$ cat config.mk
export PLATFORM = sky130hd
export DESIGN_NAME = mem_responder
export DESIGN_NICKNAME = d
export VERILOG_FILES = /design/src/rtl/mem_responder.sv
export SDC_FILE = /design/constraint.sdc
export NUM_CORES = 1
export LEC_CHECK = 0
export ABC_AREA = 0
export BUFFER_PORTS_ARGS = -buffer_cell sky130_fd_sc_hd__buf_2
export CORE_MARGIN = 8
export CORE_UTILIZATION = 50
export DETAILED_ROUTE_END_ITERATION = 8
export HOLD_SLACK_MARGIN = 0.03
export PLACE_DENSITY = 0.63
export SLEW_MARGIN = 0
export SYNTH_ARGS = -nofsm -noshare
export SYNTH_HDL_FRONTEND = slang
export SYNTH_SLANG_ARGS = --single-unit
$ cat constraint.sdc
create_clock -name clk -period 4.2 [get_ports clk]
set_clock_uncertainty 0.2 [all_clocks]
set_input_delay 0.21 -clock clk [delete_from_list [all_inputs] [get_ports clk]]
set_output_delay 0.21 -clock clk [all_outputs]
set_load 0.005 [all_outputs]
$ cat src/rtl/mem_responder.sv
// Memory-side responder for a multicycle CPU.
// Serves one read or write at a time from a unified word array after a fixed
// number of wait states, using a 4-phase request/ready handshake. A preload
// port fills the array while the block is idle.
module mem_responder #(
  parameter int DATA_W      = 8,
  parameter int ADDR_W      = 5,
  parameter int DEPTH       = 32,
  parameter int WAIT_CYCLES = 2
) (
  input  logic              clk,
  input  logic              rst,
  input  logic              memRead,
  input  logic              memWrite,
  input  logic [ADDR_W-1:0] addr,
  input  logic [DATA_W-1:0] wdata,
  output logic [DATA_W-1:0] rdata,
  output logic              ready,
  output logic              err,
  output logic              busy,
  input  logic              ld_en,
  input  logic [ADDR_W-1:0] ld_addr,
  input  logic [DATA_W-1:0] ld_data
);

  typedef enum logic [1:0] {
    ST_IDLE    = 2'd0,
    ST_WAIT    = 2'd1,
    ST_RESP    = 2'd2,
    ST_RELEASE = 2'd3
  } state_t;

  // Wait-state count loaded at accept; the counter is 4 bits wide.
  localparam logic [3:0] WAIT_INIT = 4'(WAIT_CYCLES);
  // One extra bit so DEPTH == 2**ADDR_W is representable.
  localparam logic [ADDR_W:0] DEPTH_L = (ADDR_W + 1)'(DEPTH);
  // With no wait states the access commits on the accept edge itself.
  localparam bit NO_WAIT = (WAIT_CYCLES == 0);

  state_t            state;
  logic [3:0]        cnt;
  logic              op_write_q;
  logic [ADDR_W-1:0] addr_q;
  logic [DATA_W-1:0] wdata_q;
  logic [DATA_W-1:0] mem [DEPTH];

  logic              req_one;
  logic              req_both;
  logic              in_range;
  logic              accept;
  logic              reject;
  logic              go_resp;
  logic              acc_write;
  logic [ADDR_W-1:0] acc_addr;
  logic [DATA_W-1:0] acc_wdata;
  logic              mem_we;
  logic              rd_en;
  logic              ld_we;
  logic [DATA_W-1:0] rd_word;

  // Request decode: what the IDLE state would do with the current inputs.
  always_comb begin
    req_one  = memRead ^ memWrite;
    req_both = memRead & memWrite;
    in_range = ({1'b0, addr} < DEPTH_L);
    ld_we    = (state == ST_IDLE) && ld_en;
    accept   = (state == ST_IDLE) && !ld_en && req_one && in_range;
    reject   = (state == ST_IDLE) && !ld_en && (req_both || (req_one && !in_range));
  end

  // Select the operands of the committing access: live inputs when the
  // access commits on the accept edge, latched copies otherwise.
  always_comb begin
    if (state == ST_IDLE) begin
      acc_write = memWrite;
      acc_addr  = addr;
      acc_wdata = wdata;
    end else begin
      acc_write = op_write_q;
      acc_addr  = addr_q;
      acc_wdata = wdata_q;
    end
    go_resp = ((state == ST_WAIT) && (cnt == 4'd1)) || (accept && NO_WAIT);
    mem_we  = go_resp && acc_write;
    rd_en   = go_resp && !acc_write;
  end

  // Array read mux; out-of-range addresses never reach a commit.
  always_comb begin
    rd_word = '0;
    for (int i = 0; i < DEPTH; i++) begin
      if (acc_addr == ADDR_W'(i)) rd_word = mem[i];
    end
  end

  // Word array: cleared on reset, written by preload or a committing write.
  always_ff @(posedge clk or negedge rst) begin
    if (!rst) begin
      for (int i = 0; i < DEPTH; i++) mem[i] <= '0;
    end else begin
      for (int i = 0; i < DEPTH; i++) begin
        if (ld_we && (ld_addr == ADDR_W'(i))) begin
          mem[i] <= ld_data;
        end else if (mem_we && (acc_addr == ADDR_W'(i))) begin
          mem[i] <= acc_wdata;
        end
      end
    end
  end

  // Request operands captured at accept; held unchanged for the whole access.
  always_ff @(posedge clk) begin
    if ((state == ST_IDLE) && !ld_en && (memRead || memWrite)) begin
      op_write_q <= memWrite;
      addr_q     <= addr;
      wdata_q    <= wdata;
    end
  end

  // Handshake FSM with registered ready/err/busy/rdata.
  always_ff @(posedge clk or negedge rst) begin
    if (!rst) begin
      state <= ST_IDLE;
      cnt   <= '0;
      rdata <= '0;
      ready <= 1'b0;
      err   <= 1'b0;
      busy  <= 1'b0;
    end else begin
      ready <= 1'b0;
      err   <= 1'b0;
      if (rd_en) rdata <= rd_word;
      case (state)
        ST_IDLE: begin
          if (accept) begin
            cnt   <= WAIT_INIT;
            busy  <= 1'b1;
            state <= NO_WAIT ? ST_RESP : ST_WAIT;
          end else if (reject) begin
            err   <= 1'b1;
            busy  <= 1'b1;
            state <= ST_RELEASE;
          end
        end
        ST_WAIT: begin
          cnt <= cnt - 4'd1;
          // cnt==0 cannot occur here; treat it like the final wait state.
          if (cnt <= 4'd1) state <= ST_RESP;
        end
        ST_RESP: begin
          ready <= 1'b1;
          state <= ST_RELEASE;
        end
        ST_RELEASE: begin
          // Wait for the requester to drop so a held request is served once.
          if (!memRead && !memWrite) begin
            busy  <= 1'b0;
            state <= ST_IDLE;
          end
        end
        default: begin
          busy  <= 1'b0;
          state <= ST_IDLE;
        end
      endcase
    end
  end

endmodule

==> results of run 1 <==
-- power by group through the flow --
stage | clock network, mW | logic, mW | registers [mW]
global route | 3.07 | 4.14 | 4.81
global placement | 0 | 3.60 | 4.74
finish | 2.93 | 3.80 | 4.75
CTS | 2.96 | 3.72 | 4.70
floorplan | 0 | 2.51 | 4.25
detailed placement | 0 | 3.70 | 4.72
-- placed cells by master, fill, tap and decap left out, types with 7 or more instances in the layout --
master           n
inv_1           19
buf_4           93
a211oi_1        20
a221oi_1        19
nand4_1         10
o22ai_1         23
o211ai_1        21
nor2b_1          7
mux2_2          43
o21ai_0        424
o21ai_1         11
o221ai_1        15
a21oi_1        143
a221o_1          9
a31oi_1          8
nand2_1        448
clkbuf_16       35
dfrtp_1        273
nor3_1          17
ha_1             7
and2_1           7
nand3_1         22
clkbuf_8         8
dlygate4sd3_1   16
edfxtp_1        14
nor2_1         206
mux2i_4          8
buf_2           40
a22oi_1         21
-- what timing repair did --
item,in CTS,in global routing
setup buffers,0,0
hold endpoints to repair,126,0
hold buffers,16,0
-- sequential cells by signal, summed over array words and instances, names as in the netlist --
name	cells
addr_q	5
ready	1
wdata_q	8
mem	256
rdata	8
cnt	4
state	2
err	1
busy	1
op_write_q	1
-- through the flow --
stage                     utilization [%]  power, mW  cells
after CTS                            57.1       11.4   2608
after detailed placement             53.3       8.42   2534
after global placement               53.3       8.33   2534
after floorplan                         -       6.76   2113
after global routing                 57.1       12.0   2608
final                                57.1       11.5   2608
-- layout make-up --
class | count | area [sq um]
tap | 448 | 561
timing repair buffer | 153 | 1130
sequential | 287 | 7250
inverter | 19 | 71.3
clock buffer | 49 | 1010
fill | 3054 | 14300
multi-input combinational | 1643 | 8890
clock inverter | 9 | 81.3
-- worst max-delay path by stage --
stage                           end  slack, ns  cells past startpoint
after floorplan           addr_q[0]       1.16                      9
after global placement     rdata[2]       0.43                     11
after detailed placement   rdata[6]       0.40                     11
after CTS                  rdata[6]       0.37                     11
after global routing       rdata[0]       0.14                     10
final                      rdata[6]       0.29                     11
-- kinds of logic after synthesis --
group                    share of synthesized area [%]
multiplexers                                      3.73
AND/OR/NAND/NOR                                   20.6
buffers and inverters                             4.57
flip-flops                                        43.2
adder cells (fa/ha/maj)                          0.596
AO/OA/AOI/OAI                                     27.3
XOR/XNOR                                        0.0522
-- per-layer routing --
metal	vias to the layer above	wire (um)	track usage, %
li1	7562	-	-
met1	7865	26100	44.7
met2	1004	28100	48.5
met3	185	7160	7.75
met4	0	3100	13.7
met5	-	0	0
-- worst max-delay path: stages, from the launching register on --
cell and delay, ns:
dfrtp_1 0.40, inv_1 0.14, ha_4 0.33, buf_4 0.31, and4bb_2 0.30, o22ai_1 0.55
o211ai_1 0.22, a2111oi_0 0.54, nand4_1 0.16, o21ai_1 0.34, a21o_1 0.20, a21oi_1 0.08
==> results.py, run 1 <==
metrics = {
    "timing": {
        "finalCriticalPeriod_ns": 3.91,
        "whs_ns": 0.143,
        "period_share_pct": 93.1,
        "slew_viol_final": 0,
        "slew_headroom_pct": 30.9,
        "tns_ns": 0,
        "setup_viol": 0,
        "rsz0062_at_grt": "false",
        "worst_pin_slew_ns": 1.04,
        "finalWorstSetupSlack_ns": 0.290,
        "max_freq_mhz": 256,
        "hold_viol_final": 0,
    },
    "worst_hold_path": {
        "min_to": "addr_q[1]",
        "min_from": "addr[1]",
        "hp-class": "in -> reg",
        "whs_path_depth": 2,
    },
    "setup_path": {
        "crit_path_start_kind": "flip-flop",
        "reg2reg_to": "rdata[6]",
        "crit_path_end_kind": "flip-flop",
        "rrSetupSlack_ns": 0.29,
        "worstPathMaxFanout": 26,
        "worstReg2RegStart": "state[0]",
        "worstSetupStartpoint": "state[0]",
        "crit_type": "reg -> reg",
        "worstPathArrival_ns": 4.12,
        "required_ns": 4.41,
        "reg2reg_depth": 11,
    },
    "clock_network": {
        "cts.sinks": 287,
        "cts_tree": "yes",
        "numCtsBuffers": 34,
        "clkSlewWorstSetupHoldPaths_ns": 0.06,
        "clockRootBuffer": "clkbuf_16",
        "cts_buffer_depth": 3,
        "cts_resized": 0,
        "htree_num_levels": 2,
        "clock_latency_ns": 0.53,
    },
    "place": {
        "post-place-ws_ns": 0.398,
        "hpwlAfterDp_um": 43400,
        "io_buffers": 41,
        "gp_congestion": 1.01,
        "placed_area_sq_mm": 0.0177,
    },
    "drt": {
        "vias_per_cell": 6.37,
        "drc_errors": 0,
        "wl_um": 64400,
        "dr.pass1.iters": 6,
        "wl_per_cell_um": 24.7,
        "ant_nets": 0,
        "num_vias": 16600,
        "drtIter0Drc": 2041,
    },
    "final_layout": {
        "stdcell_area_sq_mm": 0.0190,
        "fin_nets": 2177,
        "drive_gt1_share_pct": 12.8,
        "diodes": 0,
        "area_growth_pct": 13.1,
    },
    "synthesis": {
        "synthTopCellsByCount": "nand2_1 (448), o21ai_0 (424), dfrtp_1 (273)",
        "synth_area_leaders": "dfrtp_1 (41%), o21ai_0 (13%), nand2_1 (10%)",
        "synth_async_sr_flop_share_pct": 95.1,
        "yosysTopAreaCell": "dfrtp_1",
        "ys_seq_area_share_pct": 43.2,
        "synth_cell_types": 90,
        "synth-edff-count": 14,
        "syn_avg_cell_area_sq_um": 7.94,
        "synthMostInstantiatedCell": "nand2_1",
        "yosysTopAreaCellShare_pct": 40.7,
        "synthCells": 2113,
        "netlist_area_sq_mm": 0.0168,
        "ys_seq_elements": 287,
        "syn-num-nets": 2152,
        "yosys_warnings": 0,
        "synth-main-ff-cell": "dfrtp_1",
    },
    "die": {
        "die-width_um": 199,
        "dieArea_sq_mm": 0.0397,
        "die_y_um": 199,
        "start_util_pct": 50.4,
        "core_area_sq_mm": 0.0333,
        "num_rows": 67,
        "io_pins": 42,
    },
    "global_routing": {
        "grt_max_degree": 117,
        "grt_util_all_layers_pct": 32.5,
        "grt_pass1_vias": 15500,
        "grt_first_pass_wirelength_um": 97900,
        "antenna_found_initial": 0,
        "overflow": 0,
    },
    "power_and_ir_drop": {
        "power.switching_mw": 4.53,
        "pwr-share-clk_pct": 25.5,
        "power_density_mw_per_mm2": 605,
        "power_frac_comb_pct": 33.1,
        "internal_power_mw": 6.96,
        "seq_power_share_pct": 41.4,
        "p_leak_nw": 7.68,
        "p_sw_share_pct": 39.4,
        "vdd_drop_max_uv": 448,
    },
    "flow_run": {
        "max_cap_violations": 0,
    },
    "outcome": {
        "status": "completed",
    },
}
Power figures use the tool's default switching activity.
==> inputs of run 2 (changes only) <==
- CORE_UTILIZATION: 50 -> 30
- PLACE_DENSITY: 0.63 -> 0.41
==> results.py, run 2 (synthesis results as in run 1) <==
metrics = {
    "outcome": {
        "status": "completed",
    },
    "global_routing": {
        "grt_pass1_vias": 15600,
        "grt_max_degree": 96,
        "grt_util_all_layers_pct": 23.2,
        "antenna_found_initial": 0,
        "grt_first_pass_wirelength_um": 112000,
        "overflow": 0,
    },
    "timing": {
        "finalCriticalPeriod_ns": 3.93,
        "hold_viol_final": 0,
        "slew_headroom_pct": 22.5,
        "period_share_pct": 93.7,
        "slew_viol_final": 0,
        "setup_viol": 0,
        "max_freq_mhz": 254,
        "worst_pin_slew_ns": 1.16,
        "rsz0062_at_grt": "false",
        "tns_ns": 0,
        "finalWorstSetupSlack_ns": 0.266,
    },
    "clock_network": {
        "cts_buffer_depth": 3,
        "clock_latency_ns": 0.56,
        "htree_num_levels": 2,
        "cts.sinks": 287,
        "postCtsHoldBufs": 17,
        "clkSlewWorstSetupHoldPaths_ns": 0.06,
        "cts_setup_buffers": 0,
        "cts_resized": 0,
        "numCtsBuffers": 39,
        "cts_tree": "yes",
        "clockRootBuffer": "clkbuf_16",
    },
    "setup_path": {
        "crit_type": "reg -> reg",
        "slowest_delay_ns": 0.61,
        "path_common_cell": "buf_4",
        "worstPathMaxFanout": 36,
        "worstPathArrival_ns": 4.17,
        "path_cells": "inv_1, ha_4, nor3_1, or2_2, a221oi_1, buf_4, nor2_1, o21ai_0, buf_4, nand4_1, buf_4, a31oi_1, buf_4, a31oi_1",
        "crit_path_start_kind": "flip-flop",
        "cp_slowest_cell": "a221oi_1",
        "crit_path_end_kind": "flip-flop",
        "required_ns": 4.44,
    },
    "die": {
        "start_util_pct": 30.4,
        "die-width_um": 253,
        "core_area_sq_mm": 0.0552,
        "num_rows": 86,
        "io_pins": 42,
        "dieArea_sq_mm": 0.0638,
        "die_y_um": 253,
    },
    "place": {
        "post-place-ws_ns": 0.396,
        "hpwlAfterDp_um": 51100,
        "io_buffers": 41,
        "gp_congestion": 0.898,
    },
    "power_and_ir_drop": {
        "p_leak_nw": 7.84,
        "power.switching_mw": 4.76,
        "internal_power_mw": 7.37,
        "vdd_drop_max_uv": 302,
        "power_density_mw_per_mm2": 616,
        "seq_power_share_pct": 38.5,
        "pwr-share-clk_pct": 27.6,
        "p_sw_share_pct": 39.2,
        "power_frac_comb_pct": 33.8,
    },
    "flow_run": {
        "max_cap_violations": 0,
    },
    "drt": {
        "wl_um": 75200,
        "vias_per_cell": 5.55,
        "wl_per_cell_um": 25.6,
        "drtIter0Drc": 1388,
        "drc_errors": 0,
        "dr.pass1.iters": 6,
        "num_vias": 16300,
        "ant_nets": 0,
    },
    "final_layout": {
        "fin_nets": 2198,
        "top_register": "mem",
        "reg_top3": "mem x256, rdata x8, wdata_q x8",
        "diodes": 0,
        "area_growth_pct": 17.4,
        "final_cell_mix": "nand2_1 (448), o21ai_0 (424), dfrtp_1 (273), nor2_1 (206), a21oi_1 (143)",
        "largest_register_ffs": 256,
        "drive_gt1_share_pct": 13.5,
        "layout_commonest_cell": "nand2_1",
    },
    "worst_hold_path": {
        "hp-class": "in -> async",
    },
}
==> run 2: routing by layer <==
| metal | track usage (%) | part of all wire [%] |
|---|---|---|
| met1 | 32.9 | 47 |
| met3 | 4.14 | 5.7 |
| met4 | 6.15 | 2.6 |
| met5 | 0 | 0 |
| met2 | 36.2 | 45 |
==> run 2: final timing paths <==
check / start / to / slack (ns) / cells after the start
worst max register to register: state[0] / rdata[7] / 0.27 / 14
worst min register to register: rdata[1] / rdata[1] / 0.33 / 2
worst min-delay path: rst / mem[193] / 0.07 / 2
max in group asynchronous: rst / mem[64] / 2.65 / 3
min in group clk: ld_data[2] / mem[210] / 0.10 / 3
worst max-delay path: state[0] / rdata[7] / 0.27 / 14
==> run 2: critical path: cells and delay by family, from the launching register on <==
kind / cells / cell delay (ns)
AOI/OAI and AO/OA: 4 / 1.12
adders and majority gates: 1 / 0.40
buffers and inverters: 5 / 0.92
DFF: 1 / 0.40
and+or+nand+nor: 4 / 0.76
==> run 2: final cells by class <==
| class | instances | area (sq um) |
|---|---|---|
| fillers | 5714 | 35500 |
| multi-input cells | 1643 | 8890 |
| flip-flops and latches | 287 | 7250 |
| repair buffers | 169 | 1310 |
| clock buffers | 60 | 1180 |
| well taps | 748 | 936 |
| clock inverters | 6 | 80.1 |
| inverters | 19 | 71.3 |
==> run 2: power by group through the flow <==
stage	Sequential [mW]	Combinational (mW)	Clock, mW
2_1_floorplan	4.25	2.51	0
3_3_place_gp	4.70	3.98	0
3_5_place_dp	4.68	4.04	0
4_1_cts	4.66	4.08	3.43
5_1_grt	4.77	4.48	3.55
6_report	4.68	4.10	3.36
==> run 2: through the flow <==
step	power [mW]	hold WS (ns)	cells	cell area (sq um)	utilization, %
after global placement	8.68	0.161	2849	18300	33.1
after CTS	12.2	0.0673	2932	19700	35.7
after detailed placement	8.72	0.156	2849	18300	33.1
after global routing	12.8	0.109	2932	19700	35.7
final	12.1	0.0656	2932	19700	35.7
after floorplan	6.76	-0.286	2113	16800	-
==> inputs of run 3 (changes only) <==
- CORE_UTILIZATION: 30 -> 35
- PLACE_DENSITY: 0.41 -> 0.47
==> results.py, run 3 (synthesis results as in run 1) <==
metrics = {
    "outcome": {
        "status": "completed",
    },
    "global_routing": {
        "grt_util_all_layers_pct": 25.0,
        "busiest_layer": "met2",
        "grt_first_pass_wirelength_um": 106000,
        "grt_max_degree": 93,
        "grt_pass1_vias": 15200,
        "gr-usage-met1_pct": 35.9,
        "overflow": 0,
        "use_met3_pct": 4.92,
        "antenna_found_initial": 0,
        "use_met2_pct": 38.0,
    },
    "timing": {
        "slew_viol_final": 0,
        "tns_ns": 0,
        "finalWorstSetupSlack_ns": 0.304,
        "period_share_pct": 92.8,
        "rsz0062_at_grt": "false",
        "slew_headroom_pct": 24.2,
        "hold_viol_final": 0,
        "max_freq_mhz": 257,
        "setup_viol": 0,
        "worst_pin_slew_ns": 1.14,
        "finalCriticalPeriod_ns": 3.90,
    },
    "power_and_ir_drop": {
        "vdd_drop_max_uv": 274,
        "power_density_mw_per_mm2": 620,
        "power_mw": 12.0,
        "p_leak_nw": 7.74,
    },
    "die": {
        "die_y_um": 235,
        "dieArea_sq_mm": 0.0552,
        "num_rows": 80,
        "start_util_pct": 35.3,
        "die-width_um": 235,
        "core_area_sq_mm": 0.0475,
        "io_pins": 42,
    },
    "final_layout": {
        "top_register": "mem",
        "layout_commonest_cell": "nand2_1",
        "fin_nets": 2181,
        "area_growth_pct": 15.4,
        "reg_top3": "mem x256, rdata x8, wdata_q x8",
        "nFillCells": 4816,
        "diodes": 0,
        "final-seq-area_sq_mm": 0.00725,
        "final_cell_mix": "nand2_1 (448), o21ai_0 (424), dfrtp_1 (273), nor2_1 (206), a21oi_1 (143)",
        "multi_input_area_sq_mm": 0.00889,
        "drive_gt1_share_pct": 13.0,
        "largest_register_ffs": 256,
    },
    "flow_run": {
        "max_cap_violations": 0,
    },
    "drt": {
        "vias_per_cell": 5.88,
        "wl_um": 71100,
        "drc_errors": 0,
        "wl_per_cell_um": 25.5,
        "ant_nets": 0,
        "dr.pass1.iters": 6,
        "num_vias": 16400,
        "drtIter0Drc": 1746,
    },
    "setup_path": {
        "crit_type": "reg -> reg",
        "crit_path_start_kind": "flip-flop",
        "required_ns": 4.44,
        "rrSetupSlack_ns": 0.30,
        "worstPathArrival_ns": 4.13,
        "reg2reg_to": "rdata[2]",
        "crit_path_end_kind": "flip-flop",
        "reg2reg_depth": 11,
        "worstReg2RegStart": "state[0]",
        "worstPathMaxFanout": 27,
    },
    "place": {
        "post-place-ws_ns": 0.405,
        "io_buffers": 41,
        "gp_congestion": 0.945,
        "hpwlAfterDp_um": 48700,
    },
    "clock_network": {
        "clockRootBuffer": "clkbuf_16",
        "numCtsBuffers": 36,
        "clock_latency_ns": 0.56,
        "clkSlewWorstSetupHoldPaths_ns": 0.06,
        "cts_tree": "yes",
        "htree_num_levels": 2,
        "cts.sinks": 287,
        "cts_buffer_depth": 3,
    },
    "worst_hold_path": {
        "hp-class": "in -> async",
    },
}
[run 3: worst max-delay path by stage]
stage	from	end	slack, ns	depth (start not counted)
floorplan	state[0]	addr_q[0]	1.16	9
global placement	state[0]	rdata[2]	0.39	11
detailed placement	state[0]	rdata[2]	0.40	11
CTS	state[0]	rdata[2]	0.38	11
global route	state[0]	mem[166]	0.17	9
finish	state[0]	rdata[2]	0.30	11
[run 3: cell type report]
cell class,count,area share [%]
sequential,287,37.4
clock buffer,55,5.65
timing repair buffer,155,5.96
multi-input combinational,1643,45.9
tap,615,3.97
clock inverter,11,0.730
inverter,19,0.368
[run 3: timing repair]
| action | in CTS | in global routing |
|---|---|---|
| buffers inserted | 0 | 0 |
| hold endpoints to repair | 106 | 0 |
| hold buffers | 18 | 0 |
| endpoints found under the setup margin | 0 | 0 |
| resized for setup | 0 | 0 |
[run 3: critical path, stage by stage (launching register included)]
cell and delay, ns:
dfrtp_1 0.41, inv_1 0.15, ha_4 0.34, buf_4 0.28
nand3b_1 0.26, nand2_1 0.30, and2_1 0.38, a221o_1 0.39
nor3_1 0.47, o21ai_1 0.13, a21oi_1 0.29, o32ai_1 0.14
[run 3: layer usage]
layer / vias up / share of wire (%)
li1: 7582 / -
met1: 7979 / 46
met2: 693 / 44
met3: 116 / 7.7
met4: 0 / 2.7
met5: - / 0
[run 3: through the flow]
stage | util, % | instance area, sq um | hold slack [ns] | instances
global route | 40.7 | 19400 | 0.119 | 2785
detailed placement | 37.8 | 18000 | 0.117 | 2701
floorplan | - | 16800 | -0.286 | 2113
CTS | 40.7 | 19400 | 0.0846 | 2785
global placement | 37.8 | 18000 | 0.131 | 2701
finish | 40.7 | 19400 | 0.0994 | 2785
[run 3: power breakdown]
| part | total [mW] | switching [mW] | internal [mW] |
|---|---|---|---|
| sequential | 4.84 | 1.03 | 3.81 |
| combinational | 3.89 | 2.44 | 1.45 |
| clock | 3.28 | 1.30 | 1.99 |
